## config.mk

```make
export PLATFORM = sky130hd
export DESIGN_NAME = multicycle_control_unit_flat
export DESIGN_NICKNAME = d
export VERILOG_FILES = /design/src/rtl/multicycle_control_unit_pkg.sv /design/src/rtl/multicycle_control_unit_if.sv /design/src/rtl/multicycle_control_unit_alu_decoder_ext.sv /design/src/rtl/multicycle_control_unit.sv /design/src/flat_wrapper.sv
export SDC_FILE = /design/constraint.sdc
export NUM_CORES = 1
export LEC_CHECK = 0
export ABC_AREA = 1
export BUFFER_PORTS_ARGS = -buffer_cell sky130_fd_sc_hd__buf_2
export CORE_MARGIN = 2
export CORE_UTILIZATION = 44
export CTS_CLUSTER_SIZE = 14
export DETAILED_ROUTE_END_ITERATION = 6
export GPL_TIMING_DRIVEN = 0
export PLACE_DENSITY = 0.83
export SETUP_SLACK_MARGIN = 0.1
export SLEW_MARGIN = 20
export SYNTH_ARGS = -nofsm -noshare
export SYNTH_HDL_FRONTEND = slang
export SYNTH_SLANG_ARGS = --single-unit
```

## constraint.sdc

```tcl
create_clock -name clk -period 2.4 [get_ports clk]
set_clock_uncertainty 0.15 [all_clocks]
set_input_delay 0.12 -clock clk [delete_from_list [all_inputs] [get_ports clk]]
set_output_delay 0.12 -clock clk [all_outputs]
set_load 0.05 [all_outputs]
```

## src/rtl/multicycle_control_unit_pkg.sv

```systemverilog
// Shared types and encodings for the multi-cycle RV32I control unit.
// Holds the FSM state enum, opcodes, ALUOp codes and datapath mux selects.
package mc_ctrl_pkg;

  typedef enum logic [3:0] {
    FETCH,
    DECODE,
    MEMADR,
    MEMREAD,
    MEMWB,
    MEMWRITE,
    EXECUTER,
    EXECUTEI,
    ALUWB,
    BEQ,
    JAL
  } state_t;

  typedef enum logic [1:0] {
    ALUOP_ADD   = 2'b00,
    ALUOP_SUB   = 2'b01,
    ALUOP_FUNCT = 2'b10
  } aluop_t;

  localparam logic [6:0] OP_LW   = 7'b0000011;
  localparam logic [6:0] OP_SW   = 7'b0100011;
  localparam logic [6:0] OP_R    = 7'b0110011;
  localparam logic [6:0] OP_I    = 7'b0010011;
  localparam logic [6:0] OP_JAL  = 7'b1101111;
  localparam logic [6:0] OP_BEQ  = 7'b1100011;

  localparam logic [2:0] ALU_ADD = 3'b000;
  localparam logic [2:0] ALU_SUB = 3'b001;
  localparam logic [2:0] ALU_AND = 3'b010;
  localparam logic [2:0] ALU_OR  = 3'b011;
  localparam logic [2:0] ALU_XOR = 3'b100;
  localparam logic [2:0] ALU_SLT = 3'b101;
  localparam logic [2:0] ALU_SLL = 3'b110;
  localparam logic [2:0] ALU_SRL = 3'b111;

  localparam logic [1:0] RES_ALUOUT    = 2'b00;
  localparam logic [1:0] RES_DATA      = 2'b01;
  localparam logic [1:0] RES_ALURESULT = 2'b10;

  localparam logic [1:0] SRCA_PC    = 2'b00;
  localparam logic [1:0] SRCA_OLDPC = 2'b01;
  localparam logic [1:0] SRCA_RD1   = 2'b10;

  localparam logic [1:0] SRCB_WDATA = 2'b00;
  localparam logic [1:0] SRCB_IMM   = 2'b01;
  localparam logic [1:0] SRCB_FOUR  = 2'b10;

  localparam logic [1:0] IMM_I = 2'b00;
  localparam logic [1:0] IMM_S = 2'b01;
  localparam logic [1:0] IMM_B = 2'b10;
  localparam logic [1:0] IMM_J = 2'b11;

  function automatic logic [1:0] imm_src_of(input logic [6:0] op);
    case (op)
      OP_SW:   return IMM_S;
      OP_BEQ:  return IMM_B;
      OP_JAL:  return IMM_J;
      default: return IMM_I;
    endcase
  endfunction

endpackage

```

## src/rtl/multicycle_control_unit_if.sv

```systemverilog
// Control-unit <-> datapath bundle: IR fields and status in, selects and strobes out.
interface multicycle_control_unit_if;
  import mc_ctrl_pkg::*;

  logic [6:0] op;
  logic [2:0] funct3;
  logic [6:0] funct7;
  logic       zero;
  logic       mem_ready;

  logic       pc_write;
  logic       adr_src;
  logic       mem_write;
  logic       ir_write;
  logic [1:0] result_src;
  logic [1:0] alu_src_a;
  logic [1:0] alu_src_b;
  logic [1:0] imm_src;
  logic       reg_write;
  logic [2:0] alu_control;
  logic       illegal_instr;
  logic       instr_retired;

  modport master (
    input  op, funct3, funct7, zero, mem_ready,
    output pc_write, adr_src, mem_write, ir_write, result_src, alu_src_a,
           alu_src_b, imm_src, reg_write, alu_control, illegal_instr,
           instr_retired
  );

  modport slave (
    output op, funct3, funct7, zero, mem_ready,
    input  pc_write, adr_src, mem_write, ir_write, result_src, alu_src_a,
           alu_src_b, imm_src, reg_write, alu_control, illegal_instr,
           instr_retired
  );
endinterface

```

## src/rtl/multicycle_control_unit_alu_decoder_ext.sv

```systemverilog
// Combinational ALU decoder: ALUOp plus instruction fields to alu_control.
// EXT_ALU adds xor/sll/srl; otherwise those funct3 codes fall back to add.
module alu_decoder_ext
  import mc_ctrl_pkg::*;
#(
  parameter bit EXT_ALU = 1'b0
) (
  input  aluop_t     aluop,
  input  logic       op5,
  input  logic [2:0] funct3,
  input  logic       funct7_5,
  output logic [2:0] alu_control
);

  always_comb begin
    alu_control = ALU_ADD;
    case (aluop)
      ALUOP_ADD: alu_control = ALU_ADD;
      ALUOP_SUB: alu_control = ALU_SUB;
      ALUOP_FUNCT: begin
        case (funct3)
          3'b000:  alu_control = (op5 & funct7_5) ? ALU_SUB : ALU_ADD;
          3'b010:  alu_control = ALU_SLT;
          3'b110:  alu_control = ALU_OR;
          3'b111:  alu_control = ALU_AND;
          3'b100:  alu_control = EXT_ALU ? ALU_XOR : ALU_ADD;
          3'b001:  alu_control = EXT_ALU ? ALU_SLL : ALU_ADD;
          3'b101:  alu_control = EXT_ALU ? ALU_SRL : ALU_ADD;
          default: alu_control = ALU_ADD;
        endcase
      end
      default: alu_control = ALU_ADD;
    endcase
  end

endmodule

```

## src/rtl/multicycle_control_unit.sv

```systemverilog
// Moore FSM sequencing RV32I instructions over a shared memory in 3-5 cycles.
// Outputs are decoded from state (and status inputs); strobes are masked during reset.
module multicycle_control_unit
  import mc_ctrl_pkg::*;
#(
  parameter bit MEM_WAIT = 1'b1,
  parameter bit EXT_ALU  = 1'b0
) (
  input logic                         clk,
  input logic                         rst,
  multicycle_control_unit_if.master   bus
);

  state_t     state, next_state;
  aluop_t     aluop;
  logic       ready;
  logic       pcw, irw, mw, rw, ill, ret;
  logic       adr;
  logic [1:0] res, srca, srcb;
  logic [2:0] alu_ctl;

  assign ready = MEM_WAIT ? bus.mem_ready : 1'b1;

  always_ff @(posedge clk or posedge rst) begin
    if (rst) state <= FETCH;
    else     state <= next_state;
  end

  always_comb begin
    next_state = FETCH;
    aluop      = ALUOP_ADD;
    pcw        = 1'b0;
    irw        = 1'b0;
    mw         = 1'b0;
    rw         = 1'b0;
    ill        = 1'b0;
    ret        = 1'b0;
    adr        = 1'b0;
    res        = RES_ALUOUT;
    srca       = SRCA_PC;
    srcb       = SRCB_WDATA;
    case (state)
      FETCH: begin
        srcb       = SRCB_FOUR;
        res        = RES_ALURESULT;
        irw        = ready;
        pcw        = ready;
        next_state = ready ? DECODE : FETCH;
      end
      DECODE: begin
        srca = SRCA_OLDPC;
        srcb = SRCB_IMM;
        case (bus.op)
          OP_LW, OP_SW: next_state = MEMADR;
          OP_R:         next_state = EXECUTER;
          OP_I:         next_state = EXECUTEI;
          OP_JAL:       next_state = JAL;
          OP_BEQ:       next_state = BEQ;
          default: begin
            next_state = FETCH;
            ill        = 1'b1;
            ret        = 1'b1;
          end
        endcase
      end
      MEMADR: begin
        srca       = SRCA_RD1;
        srcb       = SRCB_IMM;
        next_state = (bus.op == OP_SW) ? MEMWRITE : MEMREAD;
      end
      MEMREAD: begin
        adr        = 1'b1;
        next_state = ready ? MEMWB : MEMREAD;
      end
      MEMWB: begin
        res = RES_DATA;
        rw  = 1'b1;
        ret = 1'b1;
      end
      MEMWRITE: begin
        // write strobe stays up across the stall; retire only on completion
        adr        = 1'b1;
        mw         = 1'b1;
        ret        = ready;
        next_state = ready ? FETCH : MEMWRITE;
      end
      EXECUTER: begin
        srca       = SRCA_RD1;
        aluop      = ALUOP_FUNCT;
        next_state = ALUWB;
      end
      EXECUTEI: begin
        srca       = SRCA_RD1;
        srcb       = SRCB_IMM;
        aluop      = ALUOP_FUNCT;
        next_state = ALUWB;
      end
      ALUWB: begin
        rw  = 1'b1;
        ret = 1'b1;
      end
      BEQ: begin
        srca  = SRCA_RD1;
        aluop = ALUOP_SUB;
        pcw   = bus.zero;
        ret   = 1'b1;
      end
      JAL: begin
        srca       = SRCA_OLDPC;
        srcb       = SRCB_FOUR;
        pcw        = 1'b1;
        next_state = ALUWB;
      end
      default: next_state = FETCH;
    endcase
  end

  alu_decoder_ext #(.EXT_ALU(EXT_ALU)) u_alu_dec (
    .aluop       (aluop),
    .op5         (bus.op[5]),
    .funct3      (bus.funct3),
    .funct7_5    (bus.funct7[5]),
    .alu_control (alu_ctl)
  );

  logic unused_funct7;
  assign unused_funct7 = ^{bus.funct7[6], bus.funct7[4:0]};

  assign bus.pc_write      = pcw & ~rst;
  assign bus.ir_write      = irw & ~rst;
  assign bus.mem_write     = mw  & ~rst;
  assign bus.reg_write     = rw  & ~rst;
  assign bus.illegal_instr = ill & ~rst;
  assign bus.instr_retired = ret & ~rst;
  assign bus.adr_src       = adr;
  assign bus.result_src    = res;
  assign bus.alu_src_a     = srca;
  assign bus.alu_src_b     = srcb;
  assign bus.imm_src       = imm_src_of(bus.op);
  assign bus.alu_control   = alu_ctl;

endmodule

```

## src/flat_wrapper.sv

```systemverilog
// flat-port wrapper written by rule: the top's interface ports become plain ports
module multicycle_control_unit_flat import mc_ctrl_pkg::*;
#(
  parameter bit MEM_WAIT = 1'b1,
  parameter bit EXT_ALU  = 1'b0
)
  (clk, rst, bus_op, bus_funct3, bus_funct7, bus_zero, bus_mem_ready, bus_pc_write, bus_adr_src, bus_mem_write, bus_ir_write, bus_result_src, bus_alu_src_a, bus_alu_src_b, bus_imm_src, bus_reg_write, bus_alu_control, bus_illegal_instr, bus_instr_retired);
  multicycle_control_unit_if bus_i ();
  input logic clk;
  input logic rst;
  input wire logic [$bits(bus_i.op)-1:0] bus_op;
  input wire logic [$bits(bus_i.funct3)-1:0] bus_funct3;
  input wire logic [$bits(bus_i.funct7)-1:0] bus_funct7;
  input wire logic [$bits(bus_i.zero)-1:0] bus_zero;
  input wire logic [$bits(bus_i.mem_ready)-1:0] bus_mem_ready;
  output wire logic [$bits(bus_i.pc_write)-1:0] bus_pc_write;
  output wire logic [$bits(bus_i.adr_src)-1:0] bus_adr_src;
  output wire logic [$bits(bus_i.mem_write)-1:0] bus_mem_write;
  output wire logic [$bits(bus_i.ir_write)-1:0] bus_ir_write;
  output wire logic [$bits(bus_i.result_src)-1:0] bus_result_src;
  output wire logic [$bits(bus_i.alu_src_a)-1:0] bus_alu_src_a;
  output wire logic [$bits(bus_i.alu_src_b)-1:0] bus_alu_src_b;
  output wire logic [$bits(bus_i.imm_src)-1:0] bus_imm_src;
  output wire logic [$bits(bus_i.reg_write)-1:0] bus_reg_write;
  output wire logic [$bits(bus_i.alu_control)-1:0] bus_alu_control;
  output wire logic [$bits(bus_i.illegal_instr)-1:0] bus_illegal_instr;
  output wire logic [$bits(bus_i.instr_retired)-1:0] bus_instr_retired;
  assign bus_i.op = bus_op;
  assign bus_i.funct3 = bus_funct3;
  assign bus_i.funct7 = bus_funct7;
  assign bus_i.zero = bus_zero;
  assign bus_i.mem_ready = bus_mem_ready;
  assign bus_pc_write = bus_i.pc_write;
  assign bus_adr_src = bus_i.adr_src;
  assign bus_mem_write = bus_i.mem_write;
  assign bus_ir_write = bus_i.ir_write;
  assign bus_result_src = bus_i.result_src;
  assign bus_alu_src_a = bus_i.alu_src_a;
  assign bus_alu_src_b = bus_i.alu_src_b;
  assign bus_imm_src = bus_i.imm_src;
  assign bus_reg_write = bus_i.reg_write;
  assign bus_alu_control = bus_i.alu_control;
  assign bus_illegal_instr = bus_i.illegal_instr;
  assign bus_instr_retired = bus_i.instr_retired;
  multicycle_control_unit #(.MEM_WAIT(MEM_WAIT), .EXT_ALU(EXT_ALU)) u_core (.clk(clk), .rst(rst), .bus(bus_i));
endmodule
```

# [Yosys cells after proc, flatten, opt, wreduce, memory -nomap -nowiden]
# Index checks and enable logic that the tools add are counted.
[op_classes] addsub=0 n_mul=0 div_mod_pow=0 order_cmp=0 n_eq_ne=21 shift=0 muxes=22 n_bitwise=8 reduce_logical=13
[ops] cell="4-bit one-hot mux with 6 select lines" count=1
[ops] cell="4-bit one-hot mux with 5 select lines" count=1
[ops] cell="4-bit by 3-bit equality test with 1-bit output, second input constant" count=4
[ops] cell="2-bit one-hot mux with 2 select lines" count=4
[ops] cell="7-bit by 6-bit equality test with 1-bit output, second input constant" count=2
[ops] cell="7-bit equality test, second input constant" count=2
[ops] cell="4-bit equality test, second input constant" count=3
[ops] cell="3-bit one-hot mux with 4 select lines" count=1
[ops] cell="2-bit OR reduction" count=6
[ops] cell="3-bit two-way mux" count=3
[ops] cell="3-bit OR reduction" count=3
[ops] cell="4-bit by 2-bit equality test with 1-bit output, second input constant" count=2
[ops] cell="1-bit two-way mux" count=8
[ops] cell="1-bit AND" count=7
[ops] cell="7-bit by 2-bit equality test with 1-bit output, second input constant" count=1
[ops] cell="7-bit by 5-bit equality test with 1-bit output, second input constant" count=1
[ops] cell="3-bit equality test, second input constant" count=2
[ops] cell="1-bit one-hot mux with 3 select lines" count=2
[ops] cell="2-bit one-hot mux with 3 select lines" count=1
[ops] cell="3-bit one-hot mux with 2 select lines" count=1
[ops] cell="6-bit OR reduction" count=1
[ops] cell="4-bit by 1-bit equality test with 1-bit output, second input constant" count=1
[ops] cell="4-bit zero test" count=1
[ops] cell="4-bit OR reduction" count=1
[ops] cell="other kinds (5)" count=5
[totals] reg_bits=4 latchBits=0 ram_bits=0 mem_bits_ro=0 in_bits=21 output_inout_bits=18 elab_cells=65 memories=0

# [Logic depth before layout (Yosys ltp)]
[logic_depth] word_depth=5 depth_mapped=9 depth_no_buf=9

# [Cells and area by module]
# Synthesis repeated with hierarchy kept, for this count alone.
[unflattened] hier_cells=106 hier_area_um2=566.8
[by_module_without_submodules] module="multicycle_control_unit" instances=1 cells_per_inst=89 area_each_um2=475.5 seq_area_each_um2=100.1
[by_module_without_submodules] module="alu_decoder_ext" instances=1 cells_per_inst=17 area_each_um2=91.3 seq_area_each_um2=0.0

# [Least setup slack after synthesis]
# OpenSTA, ideal clock, no wires.
[synth_timing] path_kind="register to output" start="register u_core.state[3]" end="output port bus_alu_src_b[0]" t_arrival_ns=2.414 required_time_ns=2.130 setup_slack_ns=-0.284 stages_incl_launch_ff=4 path_buffers=0 path_cell_list="dfrtp_1 inv_2 nand2_4 o311ai_0"
[synth_via] elab_chain_len=3 elab_cells_between_ends=8 cone_classes="4 x eq/ne; 1 x mux; 3 x reduce/logical"
[synth_rtl] item="from (decl)" line_no="multicycle_control_unit.sv:14" text="state_t state, next_state;"
[synth_rtl] item="from (signal assigned)" line_no="multicycle_control_unit.sv:26" text="else state <= next_state;"
[synth_rtl] item="4-bit by 2-bit equality test with 1-bit output (tied with other cells)" line_no="multicycle_control_unit.sv:42" text="case (state)"
[synth_rtl] item="3-bit OR reduction (no source line) / 2-bit OR reduction (equally long branches)"
[synth_rtl] item="2-bit one-hot mux with 2 select lines (*)" line_no="multicycle_control_unit.sv:42"
[synth_rtl] item="to (decl)" line_no="flat_wrapper.sv:22" text="output wire logic [$bits(bus_i.alu_src_b)-1:0] bus_alu_src_b;"
# Every way passes the cells marked *; elsewhere a longest branch is shown, timed or not.

# [Final worst setup path]
[layout_timing] start="register u_core.state[1]" end="output port bus_alu_control[0]"
[layout_via] elab_chain_len=5 elab_cells_between_ends=8 cone_classes="5 x eq/ne; 2 x mux; 1 x reduce/logical"
[layout_rtl] item="4-bit by 3-bit equality test with 1-bit output" line_no="multicycle_control_unit.sv:42"
[layout_rtl] item="2-bit OR reduction (no source line)"
[layout_rtl] item="2-bit one-hot mux with 2 select lines (*)" line_no="multicycle_control_unit.sv:42"
[layout_rtl] item="2-bit equality test / 2-bit by 1-bit equality test with 1-bit output (equally long branches)" line_no="multicycle_control_unit_alu_decoder_ext.sv:17" text="case (aluop)"
[layout_rtl] item="3-bit one-hot mux with 2 select lines (*)" line_no="multicycle_control_unit_alu_decoder_ext.sv:17"
[layout_rtl] item="to (decl)" line_no="flat_wrapper.sv:25" text="output wire logic [$bits(bus_i.alu_control)-1:0] bus_alu_control;"
# Marks and branches as above.

==> run summary <==
Post-synthesis simple-gate area fraction: 0.562
Fill cells: 121
First-pass GRT wire length: 2460 um
Setup crit end kind: output pin
TritonRoute pass-1 iters: 4
Placed cells: 148
Mapped Nets: 124
Die ar.: 1700 sq um
H-tree depth: 1
TNS Setup: 0 ps
Height of the die: 41.2 um
Distinct cells, synth: 21
Count of input and output buffers: 32
Max cap viols: 0
Final nets: 165
Post-synthesis adder-cell area fraction: 0.0412
Root buffer cell: clkbuf_4
Final GP Congestion: 0.805
Commonest cells after routing, fill and taps aside: 29 x buf_2, 19 x nand2_1, 16 x inv_1
Post-layout minimum cycle time: 2210 ps
Cells after Synth: 101
Ant diodes: 0
Synthesized area per cell: 6.02 sq um
Largest family of logic cells by synthesized area: simple AND/OR/NAND/NOR gates
CTS Sinks: 4
Fin util: 0.671
Antenna Nets Post-Route: 0
Clock Tree Buf Depth: 2
Ratio of cells with drive above 1 in the final layout: 0.464
Detailed Place HPWL: 1370 um
Tightest Pin Transition: 247 ps
Non-Filler Instances: 155
Largest net degree at the start of global routing: 7
Initial antenna violation count: 0
# IOs: 39
Mux contribution to synthesized area: 0
WL/cell: 10.9 um
DRC Markers: 0
Clk_lat worst skew: 250 ps
Synthesized cell area: 608 sq um
LEAKAGE: 0.534 nW
Rel. slew slack: 0.832
# rows: 13
Gr usage total: 0.220
Critical Path Start Type: register
Critical setup path kind: reg2out
Die W: 41.2 um
Yosys reg bits: 4
Final hold violations: 0
Min-Delay Path Class: in2reg
Total congestion overflow: 0
Largest register by flop count: u_core.state
Setup violators final: 0
Regs by FF count: u_core.state x4
DR vias: 781
Req. time, crit path: 2130 ps
Synth Area in Compound Gates: 0.0802
Drt total wl: 1700 um
Initial Util: 0.467
Yosys warns: 0
Vias in the first global route: 625
Commonest non-fill, non-tap cell in the layout: buf_2
Reg clk slew, reported paths: 40 ps
Cell area power density: 903 nW/um^2
Initial detailed-routing violation count: 10
Area grow syn2layout: 43.6%
Crit share post-route: 0.922
CTS tree: done
Peak VDD IR: 0.000374 V
RSZ-0062 raised after global routing: no
Critical path arrival: 1940 ps
Vias/cell: 5.04
Worst Path Max Fanout: 4
Core Area: 1300 sq um
Synth Area in XOR/XNOR: 0
Max reg flops: 4
Layout Cell Area excl Fill: 873 sq um
Sequential area share after synthesis: 0.165
CTS Buf Count: 3
DP Area: 798 sq um
Status: finished clean
Final Max Tran Viols: 0
FMAX: 0.452 GHz
logic make-up (layout without fill, tap and decap cells):
group,Yosys count,after routing
AO/OA/AOI/OAI,6,6
AND/OR/NAND/NOR,65,65
buffers and inverters,24,63
flip-flops,4,4
adder cells (fa/ha/maj),2,2
through the flow:
step	setup slack [ps]	hold WS, ps	total power, mW
after floorplan	189	-256	0.567
after global placement	344	-73.1	0.673
after detailed placement	325	-70.9	0.686
after CTS	111	35.7	0.778
after global routing	69.1	43.5	0.842
final	187	60.5	0.789
cell usage after synthesis:
cell	n	area [sq um]
nand2_1	20	75.1
inv_1	16	60.1
nor2_1	14	52.6
nand3_1	8	40.0
inv_2	7	26.3
nand4_1	7	43.8
dfrtp_1	4	100
nand2_2	4	25.0
nand2_4	3	33.8
nor2_2	3	18.8
nor2_4	3	33.8
ha_1	2	25.0
o21ai_0	2	10.0
a21oi_2	1	8.76
inv_4	1	6.26
nand3b_1	1	7.51
nor3_1	1	5.00
o211ai_2	1	12.5
o221ai_1	1	8.76
o311ai_0	1	8.76
or2_1	1	6.26
routing by layer:
| metal | vias up | global-route usage | wire [um] |
|---|---|---|---|
| li1 | 406 | - | - |
| met1 | 346 | 0.258 | 725 |
| met2 | 27 | 0.391 | 876 |
| met3 | 2 | 0.0489 | 77 |
| met4 | 0 | 0.0726 | 18 |
| met5 | - | 0 | 0 |
power by group:
part / switching, mW / leakage [nW] / total, mW / internal [mW]
Sequential: 0.0210 / 0.0541 / 0.104 / 0.0832
Combinational: 0.456 / 0.467 / 0.597 / 0.141
Clock: 0.0312 / 0.0138 / 0.0873 / 0.0561
Total: 0.508 / 0.534 / 0.789 / 0.281
worst max-delay path: stages (launching register included):
cell      delay (ps)
dfrtp_1          410
inv_2             90
nand2_2          100
nor2_4           150
inv_2             60
ha_1             320
nor2_2           130
nand2_2           90
o221ai_2         150
buf_6            180
timing repair:
| action | in CTS | in global routing |
|---|---|---|
| endpoints found under the hold margin | 4 | 0 |
| setup endpoints to repair | 2 | 3 |
| resized for setup | 2 | 6 |
| pin swaps | 0 | 2 |
| hold buffers | 1 | 0 |
| setup buffers | 0 | 3 |
final timing paths:
path,startpoint,end,slack (ps),depth (start not counted)
worst max-delay path,u_core.state[1]$_DFF_PP0_,bus_alu_control[0],190,9
worst min-delay path,bus_mem_ready,u_core.state[0]$_DFF_PP0_,60,3
worst max register to register,u_core.state[3]$_DFF_PP0_,u_core.state[2]$_DFF_PP0_,1080,5
worst min register to register,u_core.state[3]$_DFF_PP0_,u_core.state[3]$_DFF_PP0_,620,2
max in group asynchronous,rst,u_core.state[2]$_DFF_PP0_,1700,3
min in group asynchronous,rst,u_core.state[3]$_DFF_PP0_,230,3
area by class of cell:
type                            count  area [sq um]  area share
Tap cell                           15          18.8      0.0215
Multi-Input combinational cell     73           432       0.494
Inverter                           24          92.6       0.106
Sequential cell                     4           100       0.115
Clock buffer                        3          22.5      0.0258
Timing Repair Buffer               36           208       0.238
Note: power is estimated with default switching activity, not from simulation.
